### config.mk
export PLATFORM = sky130hd
export DESIGN_NAME = seg_addr_gen_flat
export DESIGN_NICKNAME = d
export VERILOG_FILES = /design/src/rtl/seg_pkg.sv /design/src/rtl/seg_addr_gen_if.sv /design/src/rtl/seg_phys_add.sv /design/src/rtl/seg_addr_gen.sv /design/src/flat_wrapper.sv
export SDC_FILE = /design/constraint.sdc
export NUM_CORES = 1
export LEC_CHECK = 0
export BUFFER_PORTS_ARGS = -buffer_cell sky130_fd_sc_hd__buf_2
export CORE_MARGIN = 8
export CORE_UTILIZATION = 48
export CTS_CLUSTER_DIAMETER = 200
export DETAILED_ROUTE_END_ITERATION = 10
export PLACE_DENSITY = 0.77
export SLEW_MARGIN = 20
export SYNTH_ARGS = -nofsm -noshare
export SYNTH_HDL_FRONTEND = slang
export SYNTH_SLANG_ARGS = --single-unit
### constraint.sdc
create_clock -name clk -period 3.1 [get_ports clk]
set_input_delay 0.465 -clock clk [delete_from_list [all_inputs] [get_ports clk]]
set_output_delay 0.465 -clock clk [all_outputs]
set_load 0.05 [all_outputs]
### src/rtl/seg_pkg.sv
// rtl/seg_pkg.sv - shared segment encodings, FSM state type and address defaults
package seg_pkg;

  localparam int ADDR_W_DEF    = 20;
  localparam int SEG_SHIFT_DEF = 4;
  localparam int SEG_LAT_DEF   = 1;

  localparam logic [1:0] SEG_CS = 2'd0;
  localparam logic [1:0] SEG_DS = 2'd1;
  localparam logic [1:0] SEG_SS = 2'd2;
  localparam logic [1:0] SEG_ES = 2'd3;

  typedef enum logic [2:0] {
    ST_IDLE,
    ST_SEG_RD,
    ST_SEG_CAP,
    ST_BUS0,
    ST_BUS1
  } state_t;

  // An override prefix always wins over the instruction's default segment.
  function automatic logic [1:0] eff_seg(input logic ovr, input logic [1:0] ovr_seg,
                                         input logic [1:0] def_seg);
    return ovr ? ovr_seg : def_seg;
  endfunction

endpackage

### src/rtl/seg_addr_gen_if.sv
// rtl/seg_addr_gen_if.sv - request, segment-file and bus signals of the address generator
interface seg_addr_gen_if #(
  parameter int ADDR_W = seg_pkg::ADDR_W_DEF
);
  logic              req_valid;
  logic              req_ready;
  logic [1:0]        req_seg;
  logic              req_ovr;
  logic [1:0]        req_ovr_seg;
  logic [15:0]       req_offset;
  logic              req_word;
  logic [1:0]        seg_sel;
  logic              seg_rd;
  logic              seg_wr_active;
  logic [15:0]       seg_data;
  logic              bus_valid;
  logic              bus_ready;
  logic [ADDR_W-1:0] bus_addr;
  logic              bus_bhe_n;
  logic              bus_last;
  logic              busy;

  modport slave (
    input  req_valid, req_seg, req_ovr, req_ovr_seg, req_offset, req_word,
    input  seg_wr_active, seg_data, bus_ready,
    output req_ready, seg_sel, seg_rd, bus_valid, bus_addr, bus_bhe_n, bus_last, busy
  );

  modport master (
    output req_valid, req_seg, req_ovr, req_ovr_seg, req_offset, req_word,
    output seg_wr_active, seg_data, bus_ready,
    input  req_ready, seg_sel, seg_rd, bus_valid, bus_addr, bus_bhe_n, bus_last, busy
  );
endinterface

### src/rtl/seg_phys_add.sv
// rtl/seg_phys_add.sv - combinational (seg << SEG_SHIFT) + offset, truncated to ADDR_W
module seg_phys_add
  import seg_pkg::*;
#(
  parameter int ADDR_W    = ADDR_W_DEF,
  parameter int SEG_SHIFT = SEG_SHIFT_DEF
) (
  input  logic [15:0]       seg,
  input  logic [15:0]       offset,
  output logic [ADDR_W-1:0] addr
);

  assign addr = (ADDR_W'(seg) << SEG_SHIFT) + ADDR_W'(offset);

endmodule

### src/rtl/seg_addr_gen.sv
// rtl/seg_addr_gen.sv - reads the selected segment and sequences one or two physical bus cycles
module seg_addr_gen
  import seg_pkg::*;
#(
  parameter int ADDR_W    = ADDR_W_DEF,
  parameter int SEG_SHIFT = SEG_SHIFT_DEF,
  parameter int SEG_LAT   = SEG_LAT_DEF
) (
  input  logic          clk,
  input  logic          rst,
  seg_addr_gen_if.slave io
);

  localparam int               CNT_W    = (SEG_LAT > 1) ? $clog2(SEG_LAT) : 1;
  localparam logic [CNT_W-1:0] CNT_LOAD = CNT_W'(SEG_LAT - 1);

  state_t            state, state_nx;
  logic [1:0]        sel_q;
  logic [15:0]       off_q;
  logic [15:0]       seg_q;
  logic              word_q;
  logic [CNT_W-1:0]  cnt_q;
  logic [15:0]       off_p1;
  logic [ADDR_W-1:0] a0, a1;
  logic              split;

  logic              req_ready_c, seg_rd_c, bus_valid_c, bhe_n_c, last_c, busy_c;
  logic [1:0]        seg_sel_c;
  logic [ADDR_W-1:0] addr_c;

  // Second beat wraps inside the 64 KiB segment, never carrying into it.
  assign off_p1 = off_q + 16'd1;
  assign split  = word_q & off_q[0];

  seg_phys_add #(.ADDR_W(ADDR_W), .SEG_SHIFT(SEG_SHIFT)) u_add0 (
    .seg(seg_q), .offset(off_q), .addr(a0)
  );

  seg_phys_add #(.ADDR_W(ADDR_W), .SEG_SHIFT(SEG_SHIFT)) u_add1 (
    .seg(seg_q), .offset(off_p1), .addr(a1)
  );

  always_ff @(posedge clk or posedge rst) begin
    if (rst) begin
      state  <= ST_IDLE;
      sel_q  <= 2'd0;
      off_q  <= 16'd0;
      word_q <= 1'b0;
      seg_q  <= 16'd0;
      cnt_q  <= '0;
    end else begin
      state <= state_nx;
      case (state)
        ST_IDLE: begin
          if (io.req_valid) begin
            sel_q  <= eff_seg(io.req_ovr, io.req_ovr_seg, io.req_seg);
            off_q  <= io.req_offset;
            word_q <= io.req_word;
            cnt_q  <= CNT_LOAD;
          end
        end
        ST_SEG_RD: begin
          // A concurrent write may make the in-flight read stale: restart the wait.
          if (io.seg_wr_active)   cnt_q <= CNT_LOAD;
          else if (cnt_q != '0)   cnt_q <= cnt_q - CNT_W'(1);
        end
        ST_SEG_CAP: seg_q <= io.seg_data;
        default: ;
      endcase
    end
  end

  always_comb begin
    state_nx    = state;
    req_ready_c = 1'b0;
    seg_sel_c   = 2'd0;
    seg_rd_c    = 1'b0;
    bus_valid_c = 1'b0;
    addr_c      = '0;
    bhe_n_c     = 1'b1;
    last_c      = 1'b0;
    busy_c      = 1'b1;
    case (state)
      ST_IDLE: begin
        req_ready_c = 1'b1;
        busy_c      = 1'b0;
        if (io.req_valid) state_nx = ST_SEG_RD;
      end
      ST_SEG_RD: begin
        seg_sel_c = sel_q;
        seg_rd_c  = 1'b1;
        if (!io.seg_wr_active && cnt_q == '0) state_nx = ST_SEG_CAP;
      end
      ST_SEG_CAP: state_nx = ST_BUS0;
      ST_BUS0: begin
        bus_valid_c = 1'b1;
        addr_c      = a0;
        bhe_n_c     = ~word_q & ~off_q[0];
        last_c      = ~split;
        if (io.bus_ready) state_nx = split ? ST_BUS1 : ST_IDLE;
      end
      ST_BUS1: begin
        bus_valid_c = 1'b1;
        addr_c      = a1;
        bhe_n_c     = 1'b1;
        last_c      = 1'b1;
        if (io.bus_ready) state_nx = ST_IDLE;
      end
      default: state_nx = ST_IDLE;
    endcase
  end

  assign io.req_ready = req_ready_c;
  assign io.seg_sel   = seg_sel_c;
  assign io.seg_rd    = seg_rd_c;
  assign io.bus_valid = bus_valid_c;
  assign io.bus_addr  = addr_c;
  assign io.bus_bhe_n = bhe_n_c;
  assign io.bus_last  = last_c;
  assign io.busy      = busy_c;

endmodule

### src/flat_wrapper.sv
// flat-port wrapper written by rule: the top's interface ports become plain ports
module seg_addr_gen_flat import seg_pkg::*;
#(
  parameter int ADDR_W    = ADDR_W_DEF,
  parameter int SEG_SHIFT = SEG_SHIFT_DEF,
  parameter int SEG_LAT   = SEG_LAT_DEF
)
  (clk, rst, io_req_valid, io_req_seg, io_req_ovr, io_req_ovr_seg, io_req_offset, io_req_word, io_seg_wr_active, io_seg_data, io_bus_ready, io_req_ready, io_seg_sel, io_seg_rd, io_bus_valid, io_bus_addr, io_bus_bhe_n, io_bus_last, io_busy);
  seg_addr_gen_if #(.ADDR_W(ADDR_W)) io_i ();
  input  logic clk;
  input  logic rst;
  input wire logic [$bits(io_i.req_valid)-1:0] io_req_valid;
  input wire logic [$bits(io_i.req_seg)-1:0] io_req_seg;
  input wire logic [$bits(io_i.req_ovr)-1:0] io_req_ovr;
  input wire logic [$bits(io_i.req_ovr_seg)-1:0] io_req_ovr_seg;
  input wire logic [$bits(io_i.req_offset)-1:0] io_req_offset;
  input wire logic [$bits(io_i.req_word)-1:0] io_req_word;
  input wire logic [$bits(io_i.seg_wr_active)-1:0] io_seg_wr_active;
  input wire logic [$bits(io_i.seg_data)-1:0] io_seg_data;
  input wire logic [$bits(io_i.bus_ready)-1:0] io_bus_ready;
  output wire logic [$bits(io_i.req_ready)-1:0] io_req_ready;
  output wire logic [$bits(io_i.seg_sel)-1:0] io_seg_sel;
  output wire logic [$bits(io_i.seg_rd)-1:0] io_seg_rd;
  output wire logic [$bits(io_i.bus_valid)-1:0] io_bus_valid;
  output wire logic [$bits(io_i.bus_addr)-1:0] io_bus_addr;
  output wire logic [$bits(io_i.bus_bhe_n)-1:0] io_bus_bhe_n;
  output wire logic [$bits(io_i.bus_last)-1:0] io_bus_last;
  output wire logic [$bits(io_i.busy)-1:0] io_busy;
  assign io_i.req_valid = io_req_valid;
  assign io_i.req_seg = io_req_seg;
  assign io_i.req_ovr = io_req_ovr;
  assign io_i.req_ovr_seg = io_req_ovr_seg;
  assign io_i.req_offset = io_req_offset;
  assign io_i.req_word = io_req_word;
  assign io_i.seg_wr_active = io_seg_wr_active;
  assign io_i.seg_data = io_seg_data;
  assign io_i.bus_ready = io_bus_ready;
  assign io_req_ready = io_i.req_ready;
  assign io_seg_sel = io_i.seg_sel;
  assign io_seg_rd = io_i.seg_rd;
  assign io_bus_valid = io_i.bus_valid;
  assign io_bus_addr = io_i.bus_addr;
  assign io_bus_bhe_n = io_i.bus_bhe_n;
  assign io_bus_last = io_i.bus_last;
  assign io_busy = io_i.busy;
  seg_addr_gen #(.ADDR_W(ADDR_W), .SEG_SHIFT(SEG_SHIFT), .SEG_LAT(SEG_LAT)) u_core (.clk(clk), .rst(rst), .io(io_i));
endmodule
* After elaboration in Yosys (flattened, before gate mapping)
Index checks and enable logic that the tools add are counted.
** Storage, ports and cells
- Latch bits :: 0
- ROM bits :: 0
- Output and inout bits :: 28
- Word-level logic and storage cells :: 51
- Memory bits (writable) :: 0
- Register bits after elaboration :: 39
- Bits of input ports :: 43
- Memories :: 0
** Operators by class
- Reduce and logical (&&, ||, !) cells :: 8
- Muxes and demuxes :: 19
- Add/sub/neg operators :: 4
- Bitwise logic cells :: 6
- Divide/modulo/power cells :: 0
- Order comparisons :: 0
- Shift-type cells :: 0
- Equality and inequality tests :: 8
- $mul :: 0
** Operators by type and width (count)
- 20-bit by 16-bit adder with 20-bit output :: 2
- 20-bit one-hot mux with 2 select lines :: 1
- 16-bit by 1-bit adder with 16-bit output, second input constant :: 1
- 3-bit 2-to-1 mux :: 5
- 3-bit one-hot mux with 5 select lines :: 1
- 1-bit 2-to-1 mux :: 8
- 3-bit by 2-bit equality test with 1-bit output, second input constant :: 2
- 2-bit inequality test, second input constant :: 3
- 2-bit 2-to-1 mux :: 2
- 1-bit inverter :: 4
- 1-bit one-hot mux with 2 select lines :: 2
- 2-bit AND reduction :: 2
- 4-bit AND reduction :: 1
- 3-bit by 1-bit equality test with 1-bit output, second input constant :: 1
- 3-bit equality test, second input constant :: 1
- 3-bit zero test :: 1
- 1-bit AND :: 2
- 2-bit by 1-bit inequality test with 1-bit output, second input constant :: 1
- 2-bit nonzero test :: 1
- 2-bit OR reduction :: 1
- 1-bit logical AND :: 1
- 1-bit zero test :: 1
- 1-bit subtractor, second input constant :: 1

* Depth between registers and ports, before layout
- Depth in word-level cells :: 4
- Gate-level depth with buffers :: 13
- Mapped depth without buffers :: 11

* Modules after synthesis
Synthesis repeated with hierarchy kept, for this count alone.
** Second synthesis, totals
- Cell total of the unflattened synthesis :: 394
- Area, all modules :: 3668.5 µm²
** By module, submodules not included
- seg_addr_gen :: instances 1, cells each 178, area an instance 2026.9 µm², seq. area each 950.9 µm²
- seg_phys_add :: instances 2, cells each 108, area an instance 820.8 µm², seq. area each 0.0 µm²

* Least setup slack after synthesis
Ideal clock, no wire load.
- Path type :: reg-to-output
- Start point :: register u_core.state[2]
- End point :: output io_bus_addr[17]
- Stages on the path, launching flop included :: 14
- Arrival time :: 3675 ps
- Required time :: 2635 ps
- Slack :: -1040 ps
- Buffers on the path :: 2
- Cells stage by stage :: dfrtp_1 -> buf_4 -> or3b_1 -> buf_2 -> nor3_4 -> and3_4 -> nand3_2 -> xnor2_1 -> ha_1 -> and4_1 -> nand3_1 -> a211oi_1 -> nor3_1 -> nor3_1
** Between the ends
- Word-level cells in the longest chain between the ends :: 2
- Elaborated cells on any way between the ends :: 3
- Classes of those cells :: eq/ne: 2; mux: 1
** Ends and longest elaborated chain
- start: declaration :: line seg_addr_gen.sv:17 : state_t state, state_nx;
- start signal: assignment :: line seg_addr_gen.sv:52 : state <= state_nx;
- 3-bit equality test or 3-bit by 2-bit equality test with 1-bit output (tied branches) :: line seg_addr_gen.sv:83 : case (state)
- 20-bit one-hot mux with 2 select lines * :: line seg_addr_gen.sv:83
- end: declaration :: line flat_wrapper.sv:25 : output wire logic [$bits(io_i.bus_addr)-1:0] io_bus_addr;
Mark *: on every way between the ends. The rest lies on a longest branch, timed or not.

* Worst setup path in the final report
- Start point :: register u_core.state[0]
- End point :: output io_bus_addr[18]
Same word-level chain as after synthesis.

==> summary.txt <==
status - finished, violations left
failing checks - setup timing
initial DRC count - 116
layout cell share with drive strength beyond 1 - 64.8%
Via density - 5.63
total gr overflow - 0
Most common cell on crit path - buf_6
worst clock skew - 0.0118 ns
Slew headroom - 67.5%
Post-Synth Adder-Cell Area - 7.94%
sequential element share of the synthesized area - 36.4%
area delta synth->final - 70.7%
type of origin of the critical path - flop
Layout Nets - 475
Final period util - 125%
post-synth top area share - 36.4%
worst slew pin tran - 0.487 ns
TritonRoute pass-1 iters - 4
Max Cap Violations - 0
Total GRT Usage - 18.0%
Final Cell Area - 0.00446 mm²
Netlist cell types - 46
top post-synthesis cells by area - dfrtp_1, mux2_2, ha_1
fin cells - 488
Clk Latency, worst-skew pair - 0.30 ns
Final Max Slew Viols - 0
residual antenna-violating net count after detailed routing - 0
Critical Path End Type - output port
min setup slack post-route - -0.762 ns
Final HPWL DP - 5610 µm
CP max stage cell - dfrtp_1
dominant cell type by area after synthesis - dfrtp_1
pin count of the biggest net entering global routing - 39
y dimension of the die - 89.8 µm
cts bufs inserted - 5
Post-Route WL - 9940 µm
Synth Area in XOR/XNOR - 5.69%
synthesized instance count - 264
# hold bufs at CTS - 0
Yosys warning count - 0
largest family of logic cells by synthesized area - simple AND/OR/NAND/NOR gates
io pins - 71
via count - 2,748
maximum clock path buffer count - 2
final hold violations - 0
CP arrival - 3.40 ns
max incr delay on CP - 0.42 ns
Rows - 27
drt drc - 0
RSZ-0062 raised after global routing - yes
Hold Crit Class - input pin to async pin
wire per inst - 20.4 µm
Highest Clock Rate - 259 MHz
Reg clk slew, reported paths - 0.08 ns
Synth async-reset ratio - 100%
gpl congestion - 0.892
Main synth FF type - dfrtp_1
CTS tree - built
synth cell count leaders - dfrtp_1, mux2_2, nand2_1
H-tree depth - 2
#FFs+latches synth - 38
Port-buffer cells - 70
Die Footprint - 0.00807 mm²
placed instance area - 0.00366 mm²
initial core utilization - 48.7%
Syn Area/Cell - 9.91 µm²
mapped cell area - 0.00262 mm²
CP Max Fanout - 3
synthesized net count - 323
post-synthesis compound-gate area fraction - 13.2%
number of synthesized flops with an enable pin - 0
Fin Hold WS - 0.267 ns
setup TNS - -7.64 ns
most common cell in the netlist - dfrtp_1
global-route wire length before repair - 12,300 µm
initial antenna violation count - 1
die width - 89.8 µm
CTS sink cnt - 38
mux cell area share after synthesis - 15.7%
Core ar. - 0.00537 mm²
Min Clock Period, post-route - 3.86 ns
Root Buffer - clkbuf_8
Post-Synth Simple-Gate Area - 18.4%
kind of critical path - flop to output port
Worst Path Required - 2.63 ns
worst path cell trace - buf_6, nor3b_4, and4_4, and3_4, nand3_4, xnor2_4, ha_1, nand3_1, o211a_1, a211oi_4, mux2i_4, buf_6
number of global-route vias before repair - 2,700
Placed Cells - 460
endpoints failing setup - 15
[area by class of cell]
cell class / instances / area, µm²
multi-input combinational: 211 / 2200
inverter: 7 / 26.3
fill: 271 / 907
sequential: 38 / 951
timing repair buffer: 153 / 1110
clock buffer: 6 / 82.6
tap: 72 / 90.1
antenna: 1 / 2.50
[through the flow]
step                      utilization [%]  setup WS (ns)
after floorplan                         -         -0.412
after global placement               68.1         -0.410
after detailed placement             68.1         -0.509
after CTS                            73.2         -0.647
after global routing                 83.1         -0.929
final                                83.1         -0.762
[state kept, by name, indices dropped and copies added (netlist names)]
signal and cells:
u_core.off_q 16, u_core.seg_q 16, u_core.sel_q 2, u_core.state 3, u_core.word_q 1
[placed cells by master (no fill, tap or decap), types with 4 or more instances in the layout]
| master | instances |
|---|---|
| a21o_1 | 6 |
| a21oi_1 | 6 |
| a21oi_2 | 4 |
| and2_1 | 4 |
| buf_2 | 56 |
| buf_4 | 71 |
| buf_6 | 25 |
| clkbuf_8 | 6 |
| dfrtp_1 | 38 |
| ha_1 | 5 |
| ha_4 | 8 |
| inv_1 | 4 |
| mux2_2 | 32 |
| nand2_1 | 22 |
| nand2b_1 | 4 |
| nand3_1 | 5 |
| nand3_2 | 6 |
| nand3_4 | 4 |
| nor2_1 | 11 |
| nor3_4 | 4 |
| o211ai_1 | 4 |
| o21ai_0 | 6 |
| xor2_1 | 5 |
[final timing paths]
check / start / to / slack [ns] / depth (start not counted)
min: rst / u_core.seg_q[6] / 0.27 / 3
min reg2reg: u_core.sel_q[1] / u_core.sel_q[1] / 0.53 / 2
max: u_core.state[0] / io_bus_addr[18] / -0.76 / 12
max reg2reg: u_core.state[1] / u_core.off_q[5] / 1.05 / 7
min in group clk: io_seg_data[3] / u_core.seg_q[3] / 0.41 / 2
max in group asynchronous: rst / u_core.off_q[4] / 2.48 / 3
[logic make-up (layout without fill, tap and decap cells)]
| kind of cell | Yosys count | in the layout |
|---|---|---|
| AO/OA/AOI/OAI | 53 | 53 |
| buffers and inverters | 15 | 166 |
| AND/OR/NAND/NOR | 88 | 88 |
| adder cells (fa/ha/maj) | 16 | 16 |
| flip-flops | 38 | 38 |
| XOR/XNOR | 17 | 17 |
| other | 0 | 1 |
| multiplexers | 37 | 37 |
[worst max-delay path, delay by kind of cell, from the launching register on]
family | cells | cell delay [ns]
AO/OA/AOI/OAI | 2 | 0.62
adder cells (fa/ha/maj) | 1 | 0.34
flip-flops | 1 | 0.42
AND/OR/NAND/NOR | 5 | 0.95
buffers and inverters | 2 | 0.32
XOR/XNOR | 1 | 0.18
multiplexers | 1 | 0.28
[layer usage]
metal,up-vias,wire length (µm),share of wire (%),track usage (%)
met5,-,0,0,0
met4,0,390,3.9,6.49
met3,33,467,4.7,3.41
met2,116,5320,54,32.9
met1,1350,3770,38,20.2
li1,1249,-,-,-
[what timing repair did]
item,4_1_cts,5_1_grt
buffers inserted,8,13
pin swaps,17,36
gates resized for setup,35,74
setup endpoints to repair,14,15
gates cloned,0,0
Power is not shown: default switching activity piles up to over one toggle a cycle in this logic, so the estimate is an artifact.
